==> src/rtl/wb_pkg.sv <==
// Shared definitions for the writeback stage: load-op encodings and write masks.
// Optional feature macro: WB_UNALIGNED_LOAD_EN (LWL/LWR support).
package wb_pkg;

  typedef enum logic [2:0] {
    LW   = 3'd0,
    LB   = 3'd1,
    LBU  = 3'd2,
    LH   = 3'd3,
    LHU  = 3'd4,
    LWL  = 3'd5,
    LWR  = 3'd6,
    NONE = 3'd7
  } load_op_e;

  localparam logic [3:0] MASK_FULL = 4'b1111;
  localparam logic [3:0] MASK_NONE = 4'b0000;

  function automatic logic [31:0] ext8(input logic [7:0] b, input logic sgn);
    return {{24{sgn & b[7]}}, b};
  endfunction

  function automatic logic [31:0] ext16(input logic [15:0] h, input logic sgn);
    return {{16{sgn & h[15]}}, h};
  endfunction

endpackage

==> src/rtl/wb_load_align.sv <==
// Combinational load aligner: picks and extends the loaded byte/half/word and the
// byte-enable mask. LWL/LWR are only decoded when WB_UNALIGNED_LOAD_EN is defined.
module wb_load_align
  import wb_pkg::*;
(
  input  logic [2:0]  i_load_op,
  input  logic [1:0]  i_addr_lo,
  input  logic [31:0] i_rdata,
  input  logic [31:0] i_alu_result,
  output logic [3:0]  o_byte_mask,
  output logic [31:0] o_wdata
);

  logic [7:0]  w_byte;
  logic [15:0] w_half;

  always_comb begin
    w_byte = 8'h00;
    case (i_addr_lo)
      2'd0: w_byte = i_rdata[7:0];
      2'd1: w_byte = i_rdata[15:8];
      2'd2: w_byte = i_rdata[23:16];
      2'd3: w_byte = i_rdata[31:24];
      default: w_byte = 8'h00;
    endcase
  end

  // Halfword loads ignore addr_lo[0]; misalignment is trapped before this stage.
  assign w_half = i_addr_lo[1] ? i_rdata[31:16] : i_rdata[15:0];

  always_comb begin
    o_byte_mask = MASK_FULL;
    o_wdata     = i_alu_result;
    case (load_op_e'(i_load_op))
      LW:  o_wdata = i_rdata;
      LB:  o_wdata = ext8(w_byte, 1'b1);
      LBU: o_wdata = ext8(w_byte, 1'b0);
      LH:  o_wdata = ext16(w_half, 1'b1);
      LHU: o_wdata = ext16(w_half, 1'b0);
`ifdef WB_UNALIGNED_LOAD_EN
      LWL: begin
        case (i_addr_lo)
          2'd0: begin o_byte_mask = 4'b1000; o_wdata = {i_rdata[7:0],  24'h0}; end
          2'd1: begin o_byte_mask = 4'b1100; o_wdata = {i_rdata[15:0], 16'h0}; end
          2'd2: begin o_byte_mask = 4'b1110; o_wdata = {i_rdata[23:0],  8'h0}; end
          default: begin o_byte_mask = 4'b1111; o_wdata = i_rdata; end
        endcase
      end
      LWR: begin
        case (i_addr_lo)
          2'd0: begin o_byte_mask = 4'b1111; o_wdata = i_rdata; end
          2'd1: begin o_byte_mask = 4'b0111; o_wdata = {8'h0,  i_rdata[31:8]};  end
          2'd2: begin o_byte_mask = 4'b0011; o_wdata = {16'h0, i_rdata[31:16]}; end
          default: begin o_byte_mask = 4'b0001; o_wdata = {24'h0, i_rdata[31:24]}; end
        endcase
      end
`else
      LWL, LWR: begin
        o_byte_mask = MASK_NONE;
        o_wdata     = 32'h0;
      end
`endif
      default: o_wdata = i_alu_result;
    endcase
  end

endmodule

==> src/rtl/wb_stage.sv <==
// MIPS writeback stage: registers the retiring instruction, drives the byte-enable
// register-file write port and the decode bypass. Optional: WB_UNALIGNED_LOAD_EN.
module wb_stage
  import wb_pkg::*;
#(
  parameter int PC_W = 32
) (
  input  logic            clk,
  input  logic            resetn,
  input  logic            ms_to_ws_valid,
  output logic            ws_allowin,
  input  logic [PC_W-1:0] ms_pc,
  input  logic            ms_gr_we,
  input  logic [4:0]      ms_dest,
  input  logic [2:0]      ms_load_op,
  input  logic [1:0]      ms_addr_lo,
  input  logic [31:0]     ms_alu_result,
  input  logic [31:0]     ms_mem_rdata,
  input  logic            ws_stall,
  input  logic            ws_flush,
  output logic [3:0]      rf_we,
  output logic [4:0]      rf_waddr,
  output logic [31:0]     rf_wdata,
  output logic            ws_fwd_valid,
  output logic [4:0]      ws_fwd_dest,
  output logic [31:0]     ws_fwd_data,
  output logic            ws_fwd_partial,
  output logic [PC_W-1:0] debug_wb_pc
);

  logic            r_valid;
  logic [PC_W-1:0] r_pc;
  logic            r_gr_we;
  logic [4:0]      r_dest;
  logic [2:0]      r_load_op;
  logic [1:0]      r_addr_lo;
  logic [31:0]     r_alu_result;
  logic [31:0]     r_mem_rdata;

  logic            w_ready_go;
  logic            w_transfer;
  logic            w_dest_live;
  logic            w_commit;
  logic [3:0]      w_mask;
  logic [31:0]     w_wdata;

  assign w_ready_go = !ws_stall;
  assign ws_allowin = !r_valid || w_ready_go;
  // A flush only blocks the incoming transfer; a stalled resident instruction survives.
  assign w_transfer = ms_to_ws_valid && ws_allowin && !ws_flush;

  always_ff @(posedge clk or negedge resetn) begin
    if (!resetn) begin
      r_valid <= 1'b0;
    end else if (w_transfer) begin
      r_valid <= 1'b1;
    end else if (w_ready_go) begin
      r_valid <= 1'b0;
    end
  end

  always_ff @(posedge clk or negedge resetn) begin
    if (!resetn) begin
      r_pc         <= '0;
      r_gr_we      <= 1'b0;
      r_dest       <= 5'd0;
      r_load_op    <= 3'd0;
      r_addr_lo    <= 2'd0;
      r_alu_result <= 32'h0;
      r_mem_rdata  <= 32'h0;
    end else if (w_transfer) begin
      r_pc         <= ms_pc;
      r_gr_we      <= ms_gr_we;
      r_dest       <= ms_dest;
      r_load_op    <= ms_load_op;
      r_addr_lo    <= ms_addr_lo;
      r_alu_result <= ms_alu_result;
      r_mem_rdata  <= ms_mem_rdata;
    end
  end

  wb_load_align u_align (
    .i_load_op    (r_load_op),
    .i_addr_lo    (r_addr_lo),
    .i_rdata      (r_mem_rdata),
    .i_alu_result (r_alu_result),
    .o_byte_mask  (w_mask),
    .o_wdata      (w_wdata)
  );

  assign w_dest_live = r_valid && r_gr_we && (r_dest != 5'd0);
  // Strobe only in the cycle the stage releases, so each instruction writes once.
  assign w_commit    = w_dest_live && w_ready_go;

  assign rf_we       = {4{w_commit}} & w_mask;
  assign rf_waddr    = r_dest;
  assign rf_wdata    = w_wdata;
  assign debug_wb_pc = r_pc;

  assign ws_fwd_valid = w_dest_live;
  assign ws_fwd_dest  = r_dest;
  assign ws_fwd_data  = w_wdata;
`ifdef WB_UNALIGNED_LOAD_EN
  assign ws_fwd_partial = w_dest_live && (w_mask != MASK_FULL);
`else
  assign ws_fwd_partial = 1'b0;
`endif

endmodule

==> config.mk <==
export PLATFORM = sky130hd
export DESIGN_NAME = wb_stage
export DESIGN_NICKNAME = d
export VERILOG_FILES = /design/src/rtl/wb_pkg.sv /design/src/rtl/wb_load_align.sv /design/src/rtl/wb_stage.sv
export SDC_FILE = /design/constraint.sdc
export NUM_CORES = 1
export LEC_CHECK = 0
export BUFFER_PORTS_ARGS = -buffer_cell sky130_fd_sc_hd__buf_2
export CAP_MARGIN = 20
export CORE_MARGIN = 2
export CORE_UTILIZATION = 53
export CTS_CLUSTER_SIZE = 14
export DETAILED_ROUTE_END_ITERATION = 6
export GPL_ROUTABILITY_DRIVEN = 0
export PLACE_DENSITY = 0.86
export SLEW_MARGIN = 20
export SYNTH_ARGS = -nofsm -noshare
export SYNTH_HDL_FRONTEND = slang
export SYNTH_HIERARCHICAL = 1
export SYNTH_SLANG_ARGS = --single-unit
==> constraint.sdc <==
create_clock -name clk -period 3.4 [get_ports clk]
set_input_delay 0.17 -clock clk [delete_from_list [all_inputs] [get_ports clk]]
set_output_delay 0.17 -clock clk [all_outputs]
set_load 0.05 [all_outputs]
; After elaboration in Yosys (flattened, before gate mapping)
; Index checks and enable logic that the tools add are counted.
[classes]
eq_ne = 10
muxes = 6
bitwise_logic = 1
reduce_logical = 13
[op_table]
columns = cell, count
row1 = $pmux 32 s6, 1
row2 = $pmux 8 s4, 1
row3 = $mux 16, 1
row4 = $eq 3x3->1 const B, 3
row5 = $eq 3x2->1 const B, 2
row6 = $logic_and 1x1->1, 5
row7 = $reduce_bool 5->1, 1
row8 = $and 4x4->4, 1
row9 = $eq 2x2->1 const B, 2
row10 = $mux 4, 1
row11 = $eq 3x1->1 const B, 1
row12 = $logic_not 1->1, 3
row13 = $logic_not 3->1, 1
row14 = $eq 2x1->1 const B, 1
row15 = $logic_not 2->1, 1
row16 = $mux 1, 2
row17 = $ne 2x1->1 const B, 1
row18 = $reduce_or 2->1, 1
row19 = $logic_or 1x1->1, 1
[totals]
register_bits = 108
out_inout_bits = 113

; Longest topological paths before layout
[depth]
word_depth = 5
ltp_mapped = 8
mapped_depth_nobuf = 4

; Modules after synthesis
; Netlist, hierarchy kept.
[by_module_without_submodules]
columns = module, n_inst, cells_per_inst, area_per_inst_um2
row1 = wb_stage, 1, 278, 4476.8
row2 = wb_load_align, 1, 199, 1273.7

; Least setup slack after synthesis
; OpenSTA, ideal clock, no wires.
[synth_path]
kind = register -> output
from = reg r_addr_lo[1]
to = out ws_fwd_data[14]
t_arrival_ns = 2.496
required_time_ns = 3.230
setup_slack_ns = 0.734
path_stages_with_launch = 8
path_cell_list = dfrtp_1 -> buf_6 -> buf_2 -> buf_2 -> a31oi_1 -> o32a_1 -> a31oi_1 -> buf_4
[synth_via]
elab_chain_len = 3
[synth_lines]
columns = element, line
row1 = "start, declared", wb_stage.sv:36  ; logic [1:0] r_addr_lo;
row2 = "start signal, assigned", wb_stage.sv:76  ; r_addr_lo <= ms_addr_lo;
row3 = "$eq 2x2->1, or another cell as far along", wb_load_align.sv:19  ; case (i_addr_lo)
row4 = $pmux 8 s4, wb_load_align.sv:19
row5 = $pmux 32 s6 *, wb_load_align.sv:34  ; case (load_op_e'(i_load_op))
row6 = "end, declared", wb_stage.sv:26  ; output logic [31:0] ws_fwd_data,
; Every way passes the cells marked *; elsewhere a longest branch is shown, timed or not.

; Worst setup path after layout
[layout_path]
from = reg r_load_op[1]
to = out ws_fwd_data[1]
[layout_via]
elab_chain_len = 3
[layout_lines]
columns = element, line
row1 = "start, declared", wb_stage.sv:35  ; logic [2:0] r_load_op;
row2 = "start signal, assigned", wb_stage.sv:75  ; r_load_op <= ms_load_op;
row3 = $eq 3x3->1, wb_load_align.sv:34
row4 = $reduce_or 2->1, wb_load_align.sv:34
row5 = $pmux 32 s6 *, wb_load_align.sv:34
; Marks and branches as above.

==> reports/metrics.yaml <==
place:
  place_inst: 777
  post-dp-hpwl_um: 10670
  io_buffers: 223
  place_ws_ns: 0.9152
route:
  routedWlPerCell_um: 18.31
  vias: 4449
  firstDrtPassIters: 4
  wl_um: 15150
  drcViolationCount: 0
  dr.first_iter.drc_count: 216
  drtAntennaViolNets: 0
  via_per_inst: 5.380
floorplanning:
  rows: 38
  io_pins: 225
  initial_core_util: 0.5375
  die_area_um2: 11700
  chipHeight_um: 108.2
  die_w_um: 108.2
  coreArea_um2: 10700
critical_path:
  critPathLaunchType: "flip-flop"
  path_cells: "and2_1, nand2_1, buf_4, o211ai_1, o22a_1, buf_2"
  path_max_fanout: 30
  reg2reg_depth: 4
  cp-end-kind: "primary output"
  crit_path_max_incr_delay_ns: 0.66
  r2r_slack_ns: 1.62
  crit_path_top_delay_cell: "dfrtp_1"
  worst-setup-path-type: "flip-flop to primary output"
  cp.arrival_ns: 2.76
  worstPathRequired_ns: 3.23
  r2r_start: "r_valid"
  reg2reg_to: "r_alu_result[25]"
synth:
  synth_edf_count: 0
  synth_nets: 589
  yosysMostFrequentCell: "dfrtp_1"
  yosysWarnings: 6
  async_flop_share: 1.000
  ys_seq_area_frac: 0.4700
  synthFlopType: "dfrtp_1"
  yosys.area.top_type: "dfrtp_1"
  synthDistinctLibCells: 41
  synth_top_area_frac: 0.4700
  synth_cells: 477
  ys_top_cells_by_count: "108 x dfrtp_1, 86 x mux2_2, 41 x buf_4"
  syn_avg_cell_area_um2: 12.06
  synth_area_leaders: "dfrtp_1 47%, mux2_2 17%, mux2_4 7.8%, buf_4 5.4%, nand2_1 1.8%"
  syn_area_um2: 5751
  synth-seq-cells: 108
job:
  max-cap-violations: 0
global_route:
  antenna_found_initial: 0
  grt_pass1_wl_um: 23540
  grt_overflow: 0
  grt_use_total: 0.2631
  grt_max_degree: 90
  grt_pass1_vias: 4554
final_layout:
  syn_to_final_growth_pct: 25.13
  drive_gt1_frac: 0.5517
  fin_cells: 827
  antennaDiodeCount: 0
  nets: 794
  fillers: 777
timing:
  worst_pin_slew_ns: 0.8371
  drv_slew: 0
  finalSetupViolations: 0
  slew_headroom: 0.4419
  rsz0062_at_grt: "no"
  period_share: 0.8618
  hold_viol_final: 0
  period_needed_ns: 2.930
  fin_setup_tns_ns: 0
  fmax_mhz: 341.3
  setup_ws_ns: 0.4699
  worst_clock_skew_ns: 0.01443
power_and_ir_drop:
  p_switching_uw: 2696
  pwr-share-clk: 0.166
  ir_worst_vdd_uv: 574.7
  switching_share: 0.4909
  power_density_nw_per_um2: 763.3
  comb_power_share: 0.518
  p_int_uw: 2796
  power_frac_seq: 0.316
  leakagePower_uw: 0.003531
clock_tree:
  insertion_delay_ns: 0.38
  clk_path_buf_depth: 2
  post_cts_buffers: 0
  cts.clk_slew.worst_paths_ns: 0.10
  cts_tree: "built"
  post_cts_resized: 0
  cts_sinks: 108
  postCtsHoldBufs: 31
  numCtsBuffers: 9
  cts-root-buf: "clkbuf_8"
  htreeDepth: 3
min_path:
  hold_start: "ms_alu_result[2]"
  whs_path_depth: 2
  min_to: "r_alu_result[2]"
  min_path_type: "primary input to flip-flop"
status:
  outcome: "completed"
## power by group through the flow
| stage | clock (µW) | sequential (µW) | combinational (µW) |
|---|---|---|---|
| after floorplan | 0 | 1950 | 2170 |
| final | 914 | 1730 | 2840 |
| after detailed placement | 0 | 1750 | 2800 |
| after CTS | 931 | 1730 | 2830 |
| after global placement | 0 | 1730 | 2770 |
| after global routing | 991 | 1760 | 2980 |
## logic make-up after synthesis
group           Yosys count  share of synthesized area
simple gates             86                    0.06897
flops                   108                     0.4700
xor+xnor                  1                   0.001523
mux                     124                     0.2628
compound gates           79                     0.1049
buf+inv                  78                    0.09117
other cells               1                  0.0006521
## worst max-delay path: cells and delay by family (launching register included)
kind	cells	cell delay, ns
and+or+nand+nor	2	0.78
AOI/OAI and AO/OA	2	0.30
buffers and inverters	2	0.64
DFF	1	0.66
## layout make-up
cell class,count,area (µm²),share of cell area
well taps,140,175.2,0.02434
flip-flops and latches,108,2703,0.3756
repair buffers,266,1530,0.2127
clock inverters,3,67.56,0.009390
clock buffers,13,168.9,0.02347
inverters,6,22.52,0.003130
multi-input cells,291,2529,0.3514
## stage by stage
stage | utilization | hold WS (ns) | area, µm² | total power [µW]
CTS | 0.6695 | 0.0001574 | 7162 | 5492
global route | 0.6726 | 0.0005349 | 7196 | 5731
detailed placement | 0.6184 | 0.3795 | 6615 | 4549
finish | 0.6726 | 0.01793 | 7196 | 5492
floorplan | - | -0.1256 | 5751 | 4122
global placement | 0.6184 | 0.3602 | 6615 | 4500
## layer usage
layer | share of wire | vias up | GRT usage
met5 | 0 | - | 0
met4 | 0.028 | 0 | 0.1209
met3 | 0.071 | 30 | 0.06631
met2 | 0.49 | 211 | 0.4403
met1 | 0.41 | 2141 | 0.3204
li1 | - | 2067 | -
## flip-flops by register name, summed over array words and instances, names as in the netlist
register,cells
r_gr_we,1
debug_wb_pc,32
r_valid,1
r_alu_result,32
rf_waddr,5
r_addr_lo,2
r_load_op,3
r_mem_rdata,32
## worst max-delay path by stage
stage / from / endpoint / slack [ns] / cells past startpoint
floorplan: r_addr_lo[1] / ws_fwd_data[14] / 0.73 / 7
global placement: r_load_op[1] / ws_fwd_data[1] / 1.04 / 6
detailed placement: r_load_op[1] / ws_fwd_data[1] / 0.92 / 6
CTS: r_load_op[1] / ws_fwd_data[1] / 0.49 / 6
global route: r_load_op[1] / rf_wdata[6] / 0.27 / 6
finish: r_load_op[1] / ws_fwd_data[1] / 0.47 / 6
## cells in the final DEF, fill, tap and decap left out, types with 2 or more instances in the layout
master and n:
nor3_1 8, nor2b_1 8, nor2_1 27, o21ai_0 3, o211ai_1 7, a31oi_1 15, a22o_1 2, and2_1 2
dfrtp_1 108, o32a_1 7, a22oi_1 9, clkbuf_8 12, and3_1 4, bufinv_16 2, mux2i_1 7, inv_1 6
mux2_4 30, o22a_1 7, buf_2 222, nand3_1 3, dlygate4sd3_1 34, mux2_2 86, buf_4 9, a21oi_1 13
nand2_1 27, a21oi_2 10
(Power assumes the default switching activity.)
